===== config.mk =====
export PLATFORM = sky130hd
export DESIGN_NAME = xc_malu_pmul_seq
export DESIGN_NICKNAME = d
export VERILOG_FILES = /design/src/rtl/xc_malu_pmul_seq.sv
export SDC_FILE = /design/constraint.sdc
export NUM_CORES = 1
export LEC_CHECK = 0
export ABC_AREA = 0
export BUFFER_PORTS_ARGS = -buffer_cell sky130_fd_sc_hd__clkbuf_2
export CAP_MARGIN = 30
export CORE_AREA = 2 2 143 145
export DETAILED_ROUTE_END_ITERATION = 8
export DIE_AREA = 0 0 145 147
export GPL_ROUTABILITY_DRIVEN = 0
export PLACE_DENSITY = 0.72
export SYNTH_ARGS = -nofsm -noshare
export SYNTH_HDL_FRONTEND = slang
export SYNTH_SLANG_ARGS = --single-unit

===== constraint.sdc =====
create_clock -name g_clk -period 7 [get_ports g_clk]
set_clock_uncertainty 0.15 [all_clocks]
set_input_delay 1.05 -clock g_clk [delete_from_list [all_inputs] [get_ports g_clk]]
set_output_delay 1.05 -clock g_clk [all_outputs]
set_load 0.005 [all_outputs]

===== src/rtl/xc_malu_pmul_seq.sv =====
// Sequential packed-multiply controller: steps an external shift-add datapath
// one multiplier bit per cycle. Optional pw legality check: XC_MALU_PMUL_SEQ_PWCHECK_EN.

module xc_malu_pmul_seq_chk (
   input  logic       g_clk,
   input  logic       g_reset,
   input  logic [1:0] state,
   input  logic [5:0] counter,
   input  logic       ready,
   input  logic       busy
);

   // Counter runaway would mean finished never arrived
   a_cnt_63: assert property (@(posedge g_clk) disable iff (g_reset) counter != 6'd63);
   a_cnt_16: assert property (@(posedge g_clk) disable iff (g_reset) counter <= 6'd16);
   a_state:  assert property (@(posedge g_clk) disable iff (g_reset) state != 2'd3);
   a_rdy:    assert property (@(posedge g_clk) disable iff (g_reset) ready |-> busy);

endmodule

module xc_malu_pmul_seq (
   input  logic        g_clk,
   input  logic        g_reset,
   input  logic        flush,
   input  logic        valid,
   input  logic [31:0] rs1,
   input  logic [31:0] rs2,
   input  logic [4:0]  pw,
   input  logic        high,
   output logic        ready,
   output logic [31:0] result,
   output logic        busy,
   output logic        error,
   output logic [5:0]  counter,
   output logic [63:0] accumulator,
   output logic [31:0] argument,
   input  logic [63:0] n_accumulator,
   input  logic [32:0] n_argument,
   input  logic        finished,
   input  logic [31:0] pmul_result_hi,
   input  logic [31:0] pmul_result_lo
);

   localparam logic [1:0] ST_IDLE = 2'd0;
   localparam logic [1:0] ST_RUN  = 2'd1;
   localparam logic [1:0] ST_DONE = 2'd2;

`ifdef XC_MALU_PMUL_SEQ_PWCHECK_EN
   function automatic logic pw_legal(input logic [4:0] p);
      logic [3:0] w;
      w = p[4:1];
      pw_legal = (p[0] == 1'b0) && (w != 4'd0) && ((w & (w - 4'd1)) == 4'd0);
   endfunction
`endif

   logic [1:0]  state_r;
   logic [1:0]  state_nx_s;
   logic [4:0]  pw_r;
   logic        high_r;
   logic        ready_r;
   logic        busy_r;
   logic        error_r;
   logic [31:0] result_r;
   logic [5:0]  counter_r;
   logic [63:0] acc_r;
   logic [31:0] arg_r;
   logic        fin_s;
   logic        accept_s;
   logic        bad_pw_s;
   logic        unused_s;

   // finished is forced at 16 so an unchecked illegal pw cannot hang the block
   assign fin_s    = finished | (counter_r == 6'd16);
   assign accept_s = (state_r == ST_IDLE) && valid && !flush;

`ifdef XC_MALU_PMUL_SEQ_PWCHECK_EN
   assign bad_pw_s = !pw_legal(pw);
`else
   assign bad_pw_s = 1'b0;
`endif

   // rs1 feeds the datapath directly; top bit of n_argument is a shift-out
   assign unused_s = ^{rs1, n_argument[32], pw_r};

   // Next-state selection; flush overrides every other transition
   always_comb begin
      state_nx_s = state_r;
      case (state_r)
         ST_IDLE: begin
            if (valid) begin
               if (bad_pw_s) state_nx_s = ST_DONE;
               else          state_nx_s = ST_RUN;
            end else begin
               state_nx_s = ST_IDLE;
            end
         end
         ST_RUN: begin
            if (fin_s) state_nx_s = ST_DONE;
            else       state_nx_s = ST_RUN;
         end
         ST_DONE: state_nx_s = ST_IDLE;
         default: state_nx_s = ST_IDLE;
      endcase
      if (flush) state_nx_s = ST_IDLE;
      else       state_nx_s = state_nx_s;
   end

   // State, status outputs and latched operation controls
   always_ff @(posedge g_clk or posedge g_reset) begin
      if (g_reset) begin
         state_r <= ST_IDLE;
         ready_r <= 1'b0;
         busy_r  <= 1'b0;
         pw_r    <= 5'd0;
         high_r  <= 1'b0;
      end else begin
         state_r <= state_nx_s;
         ready_r <= (state_nx_s == ST_DONE);
         busy_r  <= (state_nx_s != ST_IDLE);
         if (accept_s) begin
            pw_r   <= pw;
            high_r <= high;
         end
      end
   end

   // Result and error change only on entry to DONE
   always_ff @(posedge g_clk or posedge g_reset) begin
      if (g_reset) begin
         result_r <= 32'd0;
         error_r  <= 1'b0;
      end else if (!flush) begin
         if ((state_r == ST_RUN) && fin_s) begin
            result_r <= high_r ? pmul_result_hi : pmul_result_lo;
            error_r  <= 1'b0;
         end else if (accept_s && bad_pw_s) begin
            result_r <= 32'd0;
            error_r  <= 1'b1;
         end
      end
   end

   // Step registers: load on acceptance, advance while running
   always_ff @(posedge g_clk or posedge g_reset) begin
      if (g_reset) begin
         counter_r <= 6'd0;
         acc_r     <= 64'd0;
         arg_r     <= 32'd0;
      end else if (accept_s) begin
         counter_r <= 6'd0;
         acc_r     <= 64'd0;
         arg_r     <= rs2;
      end else if ((state_r == ST_RUN) && !fin_s && !flush) begin
         counter_r <= counter_r + 6'd1;
         acc_r     <= n_accumulator;
         arg_r     <= n_argument[31:0];
      end
   end

   assign ready       = ready_r;
   assign busy        = busy_r;
   assign error       = error_r;
   assign result      = result_r;
   assign counter     = counter_r;
   assign accumulator = acc_r;
   assign argument    = arg_r;

   xc_malu_pmul_seq_chk u_chk (
      .g_clk   (g_clk),
      .g_reset (g_reset),
      .state   (state_r),
      .counter (counter_r),
      .ready   (ready_r),
      .busy    (busy_r)
   );

endmodule


; ---- After elaboration in Yosys (flattened, before gate mapping)
; Index checks and enable logic that the tools add are counted.
[word_totals]
in_bits = 236
mem_bits_rw = 0
latch_bits = 0
elab_cells = 36
rom_bits = 0
ff_bits = 139
memories = 0
[op_classes]
bitwise = 2
n_div = 0
n_lt_le_gt_ge = 0
n_shift = 0
reduce_logical = 11
mux = 11
add_sub_neg = 1
n_mul = 0
eq_ne = 3
[op_table]
columns = cell, count
row1 = $mux 64, 2
row2 = $mux 32, 3
row3 = $mux 6, 2
row4 = $add 6x1->6 const B, 1
row5 = $eq 6x5->1 const B, 1
row6 = $logic_and 1x1->1, 5
row7 = $mux 2, 2
row8 = $pmux 2 s2, 1
row9 = $reduce_bool 2->1, 2
row10 = $eq 2x1->1 const B, 1
row11 = $eq 2x2->1 const B, 1
row12 = $logic_not 1->1, 2
row13 = $logic_not 2->1, 1
row14 = $reduce_and 2->1, 1
row15 = $mux 1, 1
row16 = $not 1->1, 1
row17 = $or 1x1->1, 1

; ---- Longest topological paths before layout
[depth]
word_depth = 7
depth_mapped = 8

; ---- Least setup slack after synthesis
; OpenSTA, ideal clock, no wires.
[synth_path]
kind = input to register
from = input flush
to = register result_r[10], in the netlist result[10]
required_time_ps = 6725
setup_time_ps = 125
cell_stages = 4
path_slack_ps = 4409
t_arrival_ps = 2316
path_cell_list = or4b_4 -> o22ai_4 -> buf_6 -> mux2_2
[synth_between]
elab_chain_len = 2
[synth_lines]
columns = element, line
row1 = "start, declared", 24  ; input logic flush,
row2 = $not 1->1 (no source line), -
row3 = $reduce_and 2->1 (no source line), -
row4 = "end signal, assigned", 134  ; result_r <= high_r ? pmul_result_hi : pmul_result_lo;
row5 = "end, declared", 63  ; logic [31:0] result_r;
; No other way between the ends.
; A chain may end at the register's enable or synchronous reset.

; ---- Worst setup path after layout
[layout_path]
from = register counter_r[0], in the netlist counter[0]
to = register acc_r[34], in the netlist accumulator[34]
[layout_between]
elab_chain_len = 6
[layout_lines]
columns = element, line
row1 = "start, declared", 64  ; logic [5:0] counter_r;
row2 = "start signal, assigned", 154  ; counter_r <= counter_r + 6'd1;
row3 = $eq 6x5->1, 73  ; assign fin_s = finished | (counter_r == 6'd16);
row4 = $or 1x1->1, 73
row5 = $logic_not 1->1, 153  ; end else if ((state_r == ST_RUN) && !fin_s && !flush) begin
row6 = $logic_and 1x1->1 (2 in series), 153
row7 = $reduce_bool 2->1 (no source line), -
row8 = "end signal, assigned", 155  ; acc_r <= n_accumulator;
row9 = "end, declared", 65  ; logic [63:0] acc_r;
; No other way between the ends.

==> out/qor.txt <==
DETAILED ROUTING
--------------------------------------------------------------------------------------------------------
Detailed Routing Iterations Pass 1                                                                     4
Number of nets with antenna violations after routing                                                   0
Met1 WL                                                                                          8540 um
Detailed route wirelength on metal2                                                             10400 um
Mean number of vias per cell                                                                        5.05
Vias post-DR                                                                                        6129
DRT Wirelength                                                                                  20800 um
Number of DRC violations after detailed routing                                                        0
Number of DRC violations after detailed-routing iteration 0                                          248
Top routing layer used                                                                              met4
Met3 routed wirelength                                                                           1360 um
Wire per inst                                                                                    17.1 um

YOSYS
--------------------------------------------------------------------------------------------------------
Syn nets                                                                                             870
Count of distinct cell types in the synthesized netlist                                               31
Count of warnings emitted by yosys                                                                     0
Cell area after synthesis                                                                     6550 sq um
Portion of the post-synthesis area used by sequential elements                                     53.1%
Post-synth EDFFs                                                                                       0
Synth Register Bits                                                                                  139
Most instantiated flip-flop cell in the synthesis netlist                                        dfrtp_1
Cells after Synth                                                                                    632
Mapped Avg Cell Area                                                                          10.4 sq um
Proportion of register bits with asynchronous set or reset after synthesis                          100%

POWER
--------------------------------------------------------------------------------------------------------
Leakage power summed over all cells                                                           0.00432 uW
Power density normalized to cell area                                                        272 nW/um^2
Max IR drop VDD                                                                                 0.138 mV

MIN PATH
--------------------------------------------------------------------------------------------------------
Class of the worst hold path                                                                register to register
Start point of the worst min-delay path                                                           high_r
Worst hold stages                                                                                      2
End point of the most critical hold path                                                          high_r

CTS
--------------------------------------------------------------------------------------------------------
Cells resized by post-CTS repair                                                                       0
Post-CTS clock slew at the launch and capture registers of the worst setup and hold paths          60 ps
Total of hold buffers inserted after clock tree synthesis                                              0
H-Tree Level Count                                                                                     4
Largest buffer count on any clock path                                                                 2
Inserted Clock Buffers                                                                                17
Clock tree root buffer cell                                                                    clkbuf_16
Post CTS Setup Buffer Count                                                                            0
Clock tree from TritonCTS                                                                            yes
Clock sink count                                                                                     139
Clock network latency to the later pin of the worst-skew pair                                     410 ps

SETUP PATH
--------------------------------------------------------------------------------------------------------
Startpoint Class                                                                                register
Worst reg2reg path depth                                                                               7
Setup CP Type                                                                               register to register
Capture point of the worst reg-to-reg path                                                  accumulator[34]
Required @ worst endpoint                                                                        7130 ps
Worst Path Max Fanout                                                                                 66
Arrival time at the worst endpoint                                                               3290 ps
Crit path from                                                                                counter[0]
Crit. End Element                                                                               register
R2R setup slack                                                                                  3840 ps
Startpoint of the most critical register-to-register path                                     counter[0]

GLOBAL ROUTING
--------------------------------------------------------------------------------------------------------
Vias in the first global route                                                                      6134
First-pass GRT wire length                                                                      33100 um
Antenna violations before repair                                                                       0
Combined global-route utilization of all metal layers                                              19.5%
Total global routing overflow                                                                          0
Largest net degree at the start of global routing                                                     80

STA
--------------------------------------------------------------------------------------------------------
Slew at the pin closest to its max-slew limit                                                     850 ps
Final worst path period share                                                                      45.1%
Slew Limit Fails                                                                                       0
Final number of hold-violating endpoints                                                               0
Final setup violation count                                                                            0
Slew margin rel.                                                                                   43.3%
Fmax                                                                                           0.317 GHz
Final critical delay including setup and external delays                                         3160 ps
Unrepaired setup endpoints after global routing                                                       no
Aggregate negative setup slack                                                                      0 ps

FINAL LAYOUT
--------------------------------------------------------------------------------------------------------
Number of standard cells in the layout, taps in and fillers out                                     1213
Final antenna diode count                                                                              0
Highest-count cells in the layout ignoring fill and taps                                    clkbuf_2, dfrtp_1, nand2_1
Net count of the finished layout                                                                    1168
Proportion of layout cells with a drive suffix above 1                                             47.8%
P&R area growth vs syn                                                                             38.0%
Most common cell after layout, fill and taps aside                                              clkbuf_2

DIE
--------------------------------------------------------------------------------------------------------
Die span in x                                                                                     145 um
Starting Density                                                                                   33.0%
Overall die height                                                                                147 um
Core region area                                                                             19800 sq um
Area of the die                                                                              21300 sq um
Count of boundary I/O pins                                                                           373
Number of cell rows                                                                                   52

JOB
--------------------------------------------------------------------------------------------------------
Max-cap violations                                                                                     0

PLACED DESIGN
--------------------------------------------------------------------------------------------------------
Count of port buffers added during placement                                                         333
Post-DP HPWL                                                                                    14000 um
Placed cell count                                                                                   1181

OUTCOME
--------------------------------------------------------------------------------------------------------
Status                                                                                         completed

per-stage QoR:
step	instance area [sq um]	utilization, %	power [uW]	setup WS (ps)	hold WS (ps)
after floorplan	6550	-	1290	2080	355
after global routing	9040	45.6	2600	3610	369
after detailed placement	8460	42.6	1580	3770	314
after global placement	8380	42.2	1560	3540	314
after CTS	9040	45.6	2500	3810	329
final	9040	45.6	2460	3840	326
report_power, final:
| group | switching, uW | internal (uW) | leakage, uW |
|---|---|---|---|
| sequential | 87.1 | 958 | 0.00179 |
| combinational | 239 | 275 | 0.00224 |
| clock | 365 | 537 | 0.000285 |
| total | 691 | 1770 | 0.00432 |
Yosys cell counts (2+ instances only):
| library cell | instances | area (sq um) |
|---|---|---|
| a21oi_1 | 3 | 15.0 |
| buf_2 | 13 | 65.1 |
| buf_6 | 3 | 33.8 |
| clkbuf_1 | 47 | 176 |
| dfrtp_1 | 139 | 3480 |
| ha_1 | 2 | 25.0 |
| inv_1 | 4 | 15.0 |
| mux2_2 | 65 | 732 |
| mux2i_1 | 2 | 20.0 |
| nand2_1 | 136 | 510 |
| nand3_1 | 2 | 10.0 |
| nor2_1 | 3 | 11.3 |
| o211ai_1 | 128 | 961 |
| o21ai_0 | 67 | 335 |
| or4b_4 | 2 | 27.5 |
worst max-delay path by stage:
| stage | end | cells after the start |
|---|---|---|
| floorplan | accumulator[0] | 1 |
| global placement | accumulator[38] | 5 |
| detailed placement | argument[3] | 6 |
| CTS | accumulator[37] | 7 |
| global route | accumulator[37] | 7 |
| finish | accumulator[34] | 7 |
sequential cells by signal (all words and copies together) (netlist names):
register and cells:
argument 32, state_r 2, high_r 1, counter 6, busy 1, result 32
ready 1, accumulator 64
critical path, stage by stage (launching register included):
cell,delay (ps)
dfrtp_1,460
inv_1,70
ha_1,230
nand4bb_4,440
buf_4,690
o21a_4,480
buf_16,300
o21ai_0,150
cell type report:
cell class / count / area, sq um
tap: 270 / 338
timing repair buffer: 344 / 1800
inverter: 4 / 20.0
clock buffer: 19 / 443
clock inverter: 13 / 141
fill: 1865 / 10800
multi-input combinational: 424 / 2810
sequential: 139 / 3480
logic make-up after synthesis:
| group | synth area share (%) |
|---|---|
| and+or+nand+nor | 9.74 |
| buffers and inverters | 4.60 |
| adders and majority gates | 0.382 |
| DFF | 53.1 |
| muxes | 11.5 |
| other | 0.0572 |
| AOI/OAI and AO/OA | 20.6 |
per-layer routing:
| layer | global-route usage [%] | up-vias |
|---|---|---|
| li1 | - | 2885 |
| met5 | 0 | - |
| met1 | 23.6 | 2966 |
| met2 | 33.3 | 249 |
| met4 | 7.87 | 0 |
| met3 | 5.06 | 29 |
Power figures use the tool's default switching activity.
